**src/rtl/float_add_sched.sv**
```systemverilog
// Round-robin arbiter that shares one non-pipelined float adder among NREQ clients.
// It runs one operation at a time, with a result timeout and a held response channel.
module float_add_sched #(
    parameter int NREQ    = 2,
    parameter int TIMEOUT = 64
) (
    input  logic                 Clock,
    input  logic                 Reset,
    input  logic [NREQ-1:0]      ReqValid,
    output logic [NREQ-1:0]      ReqReady,
    input  logic [NREQ*32-1:0]   ReqOp1,
    input  logic [NREQ*32-1:0]   ReqOp2,
    output logic [NREQ-1:0]      RespValid,
    input  logic [NREQ-1:0]      RespReady,
    output logic [31:0]          RespResult,
    output logic                 RespError,
    output logic [31:0]          AddOp1,
    output logic [31:0]          AddOp2,
    output logic                 AddInputValid,
    input  logic [31:0]          AddResult,
    input  logic                 AddResultValid,
    output logic                 Busy,
    output logic                 StrayResult
);

    localparam int GW = (NREQ > 1) ? $clog2(NREQ) : 1;
    localparam int TW = 10;
    localparam logic [GW:0]   NREQ_W  = (GW+1)'(NREQ);
    localparam logic [TW-1:0] TMO_END = TW'(TIMEOUT - 1);
    localparam logic [31:0]   QNAN    = 32'h7FC0_0000;

    typedef enum logic [1:0] {IDLE, ISSUE, WAIT, RESP} state_t;

    state_t          state_reg, state_next;
    logic [GW-1:0]   grant_reg;
    logic [GW-1:0]   last_grant_reg;
    logic [TW-1:0]   timer_reg;
    logic            arv_prev_reg;
    logic [31:0]     op1_reg, op2_reg;
    logic            add_valid_reg;
    logic [31:0]     result_reg;
    logic            error_reg;
    logic            stray_reg;

    logic [GW-1:0]   cand [NREQ];
    logic [NREQ-1:0] hit;
    logic [GW-1:0]   win_idx;
    logic            grant_found;
    logic            result_rise;
    logic            timer_done;

    // Candidate gi is the requester gi+1 places after the last grant, wrapped.
    generate
        for (genvar gi = 0; gi < NREQ; gi++) begin : g_rot
            logic [GW:0] sum_w;
            assign sum_w     = {1'b0, last_grant_reg} + (GW+1)'(gi + 1);
            assign cand[gi]  = (sum_w >= NREQ_W) ? GW'(sum_w - NREQ_W) : sum_w[GW-1:0];
            assign hit[gi]   = ReqValid[cand[gi]];
        end
    endgenerate

    always_comb begin
        win_idx     = cand[0];
        grant_found = 1'b0;
        for (int k = 0; k < NREQ; k++) begin
            if (!grant_found && hit[k]) begin
                grant_found = 1'b1;
                win_idx     = cand[k];
            end
        end
    end

    assign result_rise = AddResultValid & ~arv_prev_reg;
    assign timer_done  = (timer_reg == TMO_END);

    always_comb begin
        state_next = state_reg;
        ReqReady   = '0;
        RespValid  = '0;
        case (state_reg)
            IDLE: begin
                if (grant_found) begin
                    ReqReady[win_idx] = 1'b1;
                    state_next        = ISSUE;
                end
            end
            ISSUE: state_next = WAIT;
            WAIT: begin
                if (result_rise || timer_done) begin
                    state_next = RESP;
                end
            end
            RESP: begin
                RespValid[grant_reg] = 1'b1;
                if (RespReady[grant_reg]) begin
                    state_next = IDLE;
                end
            end
            default: state_next = IDLE;
        endcase
    end

    always_ff @(posedge Clock or negedge Reset) begin
        if (!Reset) begin
            state_reg      <= IDLE;
            grant_reg      <= '0;
            last_grant_reg <= GW'(NREQ - 1);
            timer_reg      <= '0;
            arv_prev_reg   <= 1'b0;
            op1_reg        <= '0;
            op2_reg        <= '0;
            add_valid_reg  <= 1'b0;
            result_reg     <= '0;
            error_reg      <= 1'b0;
            stray_reg      <= 1'b0;
        end else begin
            state_reg     <= state_next;
            arv_prev_reg  <= AddResultValid;
            add_valid_reg <= (state_reg == IDLE) && grant_found;

            if (state_reg == IDLE && grant_found) begin
                grant_reg <= win_idx;
                op1_reg   <= ReqOp1[32*win_idx +: 32];
                op2_reg   <= ReqOp2[32*win_idx +: 32];
            end

            if (state_reg == ISSUE) begin
                timer_reg <= '0;
            end else if (state_reg == WAIT) begin
                timer_reg <= timer_reg + 1'b1;
            end

            // A genuine result beats a simultaneous timeout.
            if (state_reg == WAIT && result_rise) begin
                result_reg <= AddResult;
                error_reg  <= 1'b0;
            end else if (state_reg == WAIT && timer_done) begin
                result_reg <= QNAN;
                error_reg  <= 1'b1;
            end

            if (state_reg == RESP && RespReady[grant_reg]) begin
                last_grant_reg <= grant_reg;
            end

            if (result_rise && state_reg != WAIT) begin
                stray_reg <= 1'b1;
            end
        end
    end

    assign AddOp1        = op1_reg;
    assign AddOp2        = op2_reg;
    assign AddInputValid = add_valid_reg;
    assign RespResult    = result_reg;
    assign RespError     = error_reg;
    assign Busy          = (state_reg != IDLE);
    assign StrayResult   = stray_reg;

endmodule
```
**config.mk**
```make
export PLATFORM = sky130hd
export DESIGN_NAME = float_add_sched
export DESIGN_NICKNAME = d
export VERILOG_FILES = /design/src/rtl/float_add_sched.sv
export SDC_FILE = /design/constraint.sdc
export NUM_CORES = 1
export LEC_CHECK = 0
export ABC_AREA = 1
export CORE_UTILIZATION = 30
export DETAILED_ROUTE_END_ITERATION = 7
export GPL_TIMING_DRIVEN = 0
export PLACE_DENSITY_LB_ADDON = 0.12
export SETUP_SLACK_MARGIN = 0.1
export SKIP_CTS_REPAIR_TIMING = 1
export SLEW_MARGIN = 20
export SYNTH_ARGS = -nofsm -noshare
export SYNTH_HDL_FRONTEND = slang
export SYNTH_SLANG_ARGS = --single-unit
```
**constraint.sdc**
```tcl
create_clock -name Clock -period 2.16 [get_ports Clock]
set_input_delay 0.324 -clock Clock [delete_from_list [all_inputs] [get_ports Clock]]
set_output_delay 0.324 -clock Clock [all_outputs]
set_load 0.02 [all_outputs]
```
=== Word level (Yosys, flattened, before mapping) ===
Index checks and enable logic that the tools add are counted.
Widths: inputs -> output; s select.

* Output and inout bits: 104
* Word-level logic and storage cells: 79
* Register bits after elaboration: 114

* Add/sub/neg operators: 5
* Reductions and logical operators: 15
* Order comparisons: 8
* Shift operators: 2
* Muxes and demuxes: 28
* Equal/unequal tests: 8
* Bitwise logic cells: 2

{| class="wikitable"
|+ Operator list
! cell !! number
|-
| $shiftx 64x7->32 || 2
|-
| $mux 32 || 2
|-
| $mux 10 || 2
|-
| $mux 1 || 15
|-
| $mux 2 || 6
|-
| $add 10x1->10 const B || 1
|-
| $eq 10x6->1 const B || 1
|-
| $logic_and 1x1->1 || 8
|-
| $lt 1x2->1 const B || 4
|-
| $ne 2x2->1 const B || 4
|-
| $pmux 2 s4 || 1
|-
| $reduce_bool 2->1 || 3
|-
| $eq 2x2->1 const B || 2
|-
| $ge 2x2->1 const B || 2
|-
| $reduce_and 3->1 || 1
|-
| $add 1x1->2 const B || 1
|-
| $add 1x2->2 const B || 1
|-
| $demux 1 s1 || 2
|-
| $eq 2x1->1 const B || 1
|-
| $ge 1x1->1 const B || 2
|-
| $logic_not 2->1 || 1
|-
| $sub 1x1->1 const B || 2
|-
| $and 1x1->1 || 1
|-
| $logic_not 1->1 || 1
|-
| 2 further kinds || 2
|}

=== Logic depth before layout (Yosys ltp) ===
* Depth in word-level cells: 15
* Depth in mapped cells: 10

=== Worst setup path after synthesis ===
No wires, ideal clock.

* Kind: reg-to-output
* From: register state_reg[0]
* To: output port ReqReady[0]
* Setup slack: 529 ps
* Path buffers: 1
* Data required time: 1836 ps
* Data arrival time: 1307 ps
* Cell stages (with the launch flop): 8
* Cell sequence: dfrtp_1 inv_1 ha_1 inv_1 nor2_4 inv_2 nor2_2 buf_2

* Word-level cells in the longest chain between the ends: 2

{| class="wikitable"
|+ Ends and longest elaborated chain
! what !! line !! text
|-
| start: declaration || 34 || <nowiki>state_t state_reg, state_next;</nowiki>
|-
| start signal: assignment || 117 || <nowiki>state_reg <= state_next;</nowiki>
|-
| $logic_not 2->1 || 80 || <nowiki>case (state_reg)</nowiki>
|-
| $mux 2 || 80 ||
|-
| end: declaration || 10 || <nowiki>output logic [NREQ-1:0] ReqReady,</nowiki>
|}

No other way between the ends.

=== Final worst setup path ===
* From: register state_reg[1]
* To: output port ReqReady[0]

Same word-level chain as after synthesis.

==> metrics <==
drt pass-1 iters=4; Worst Path Max Fanout=10; CTS tree=done; CP startpoint=state_reg[1]$_DFFE_PN0P_; most frequent cells in the layout=266 x nand2_1, 264 x clkdlybuf4s50_1, 113 x dfrtp_1; Num CTS Buffers=17; Hold EP=arv_prev_reg$_DFF_PN0_; Non-Filler Instances=1,125; Max Cap Viol=0; post-route ant nets=0; Setup crit start kind=flip-flop; vias=5,014; clk sinks=114; cell leakage power=4.05 nW; wire per inst=15.0 um; sequential element share of the synthesized area=57.1%; Design Power=12.7 mW; setup total negative slack=0 ns; first-pass GRT wire length=24.7 mm; FF-to-FF Start=state_reg[0]$_DFFE_PN0P_; clk_lat worst skew=0.41 ns; drt initial violations=138; Hold Path Stages=1; root buffer cell=clkbuf_16; DPL Wire Length=12.7 mm; initial antenna violation count=0; Clock Skew=0.00854 ns; top-level I/O count=271; RR Endpoint=timer_reg[9]$_DFFE_PN0P_; Required @ worst endpoint=1.84 ns; VDD IR max=692 uV; setup slack at placement=-0.301 ns; drt total wl=16.8 mm; RSZ-0062 raised after global routing=true; #FFs+latches synth=114; net count after synthesis=771; Initial Util=31.1%; commonest non-fill, non-tap cell in the layout=nand2_1; Die ar.=0.0172 sq mm; cell count after synthesis=598; Critical Path AT=1.70 ns; PwrDens=1460 mW/mm^2; fin. max-slew vios=0; Max Root-Sink Buffers=2; mapped cell area=0.00500 sq mm; fillers=1,431; run status=completed; vias in the first global route=4,773; # setup viols final=0; DIE WIDTH=131 um; Tcrit/Tclk final=93.9%; Max Freq=493 MHz; # DRC=0; Core Rows=46; via-per-instance ratio=4.46; Tot GR Track Use=19.4%; Clock Pin Slew Worst Setup and Hold Paths=0.05 ns; Reg2Reg Depth=8; hold_sp=AddResultValid; Setup CP Type=reg -> out; syn avg cell area=8.36 sq um; ant diodes=0; setup ws final=0.131 ns; cell area after placement=0.00800 sq mm; post-route cell area=0.00875 sq mm; routability cong.=0.795; min-delay worst type=in -> reg; Slew @ Worst Pin=0.471 ns; Hold Slack=0.382 ns; final net count=1,069; share of layout cells above drive strength 1=8.91%; Rel. slew slack=68.6%; reg-to-reg slack, setup=0.40 ns; Synth cell types=28; Fin. Hold Viols=0; grt ovf=0; area delta synth->final=75.0%; Yosys warning total=0; Finished Core Util=54.5%; # H-tree levels=4; port buffer count=270; dpl cells=1,085; largest net degree at the start of global routing=68; Die H=131 um; Worst Setup End Kind=output port; core area=0.0161 sq mm; Tmin final=2.03 ns
## power by group
| part | switching (mW) | total, mW | internal (mW) |
|---|---|---|---|
| clock | 0.966 | 3.06 | 2.09 |
| combinational | 3.18 | 5.99 | 2.80 |
| sequential | 0.551 | 3.70 | 3.14 |
## how the worst max path moves through the flow
stage	cells after the start	end
6_report	8	ReqReady[0]
5_1_grt	8	ReqReady[0]
4_1_cts	8	ReqReady[0]
3_5_place_dp	7	ReqReady[0]
3_3_place_gp	1	AddOp1[13]$_DFFE_PN0P_
2_1_floorplan	7	ReqReady[0]
## kinds of logic after synthesis
kind of cell	synth area share [%]
buffers and inverters	5.28
multiplexers	0.200
adder cells (fa/ha/maj)	1.50
AND/OR/NAND/NOR	34.0
flip-flops	57.1
AO/OA/AOI/OAI	1.90
## final cells by class
type                            instances  area, sq um  share of cell area [%]
Tap cell                              216          270                    3.09
Buffer                                 28          201                    2.30
Multi-Input combinational cell        436         1900                    21.7
Timing Repair Buffer                  279         2800                    32.1
Sequential cell                       114         2850                    32.6
Clock buffer                           21          460                    5.26
Inverter                               20         75.1                   0.858
Clock inverter                         11          183                    2.09
## Yosys cell counts
master,count,area [sq um]
o31ai_1,1,7.51
nand3_2,1,10.0
buf_4,6,45.0
a21oi_1,6,30.0
dfrtp_1,113,2830
dfstp_2,1,26.3
clkbuf_1,3,11.3
and3_1,2,12.5
nor2_1,40,150
or2_2,2,12.5
nor2_4,1,11.3
nor2_2,2,12.5
nand2_2,1,6.26
inv_1,18,67.6
nor3_1,4,20.0
mux2i_1,1,10.0
inv_2,2,7.51
buf_2,13,65.1
nand4_1,1,6.26
a21o_1,1,7.51
buf_6,6,67.6
o21ai_1,1,5.00
a31oi_1,1,6.26
nand3_1,91,455
o21ai_0,6,30.0
nand2_1,267,1000
ha_1,6,75.1
a21oi_2,1,8.76
## worst max-delay path: stages, from the launching register on
cell     delay [ns]
dfrtp_1        0.39
inv_1          0.14
ha_4           0.15
inv_2          0.05
nor2_4         0.11
inv_2          0.07
nor2_4         0.10
buf_6          0.15
buf_6          0.12
## metal layers
layer / global-route usage [%] / wire, um / up-vias
li1: - / - / 2491
met1: 21.4 / 6600 / 2296
met2: 33.1 / 8220 / 204
met3: 8.00 / 1730 / 23
met4: 7.78 / 285 / 0
met5: 0 / 0 / -
(Power assumes the default switching activity.)
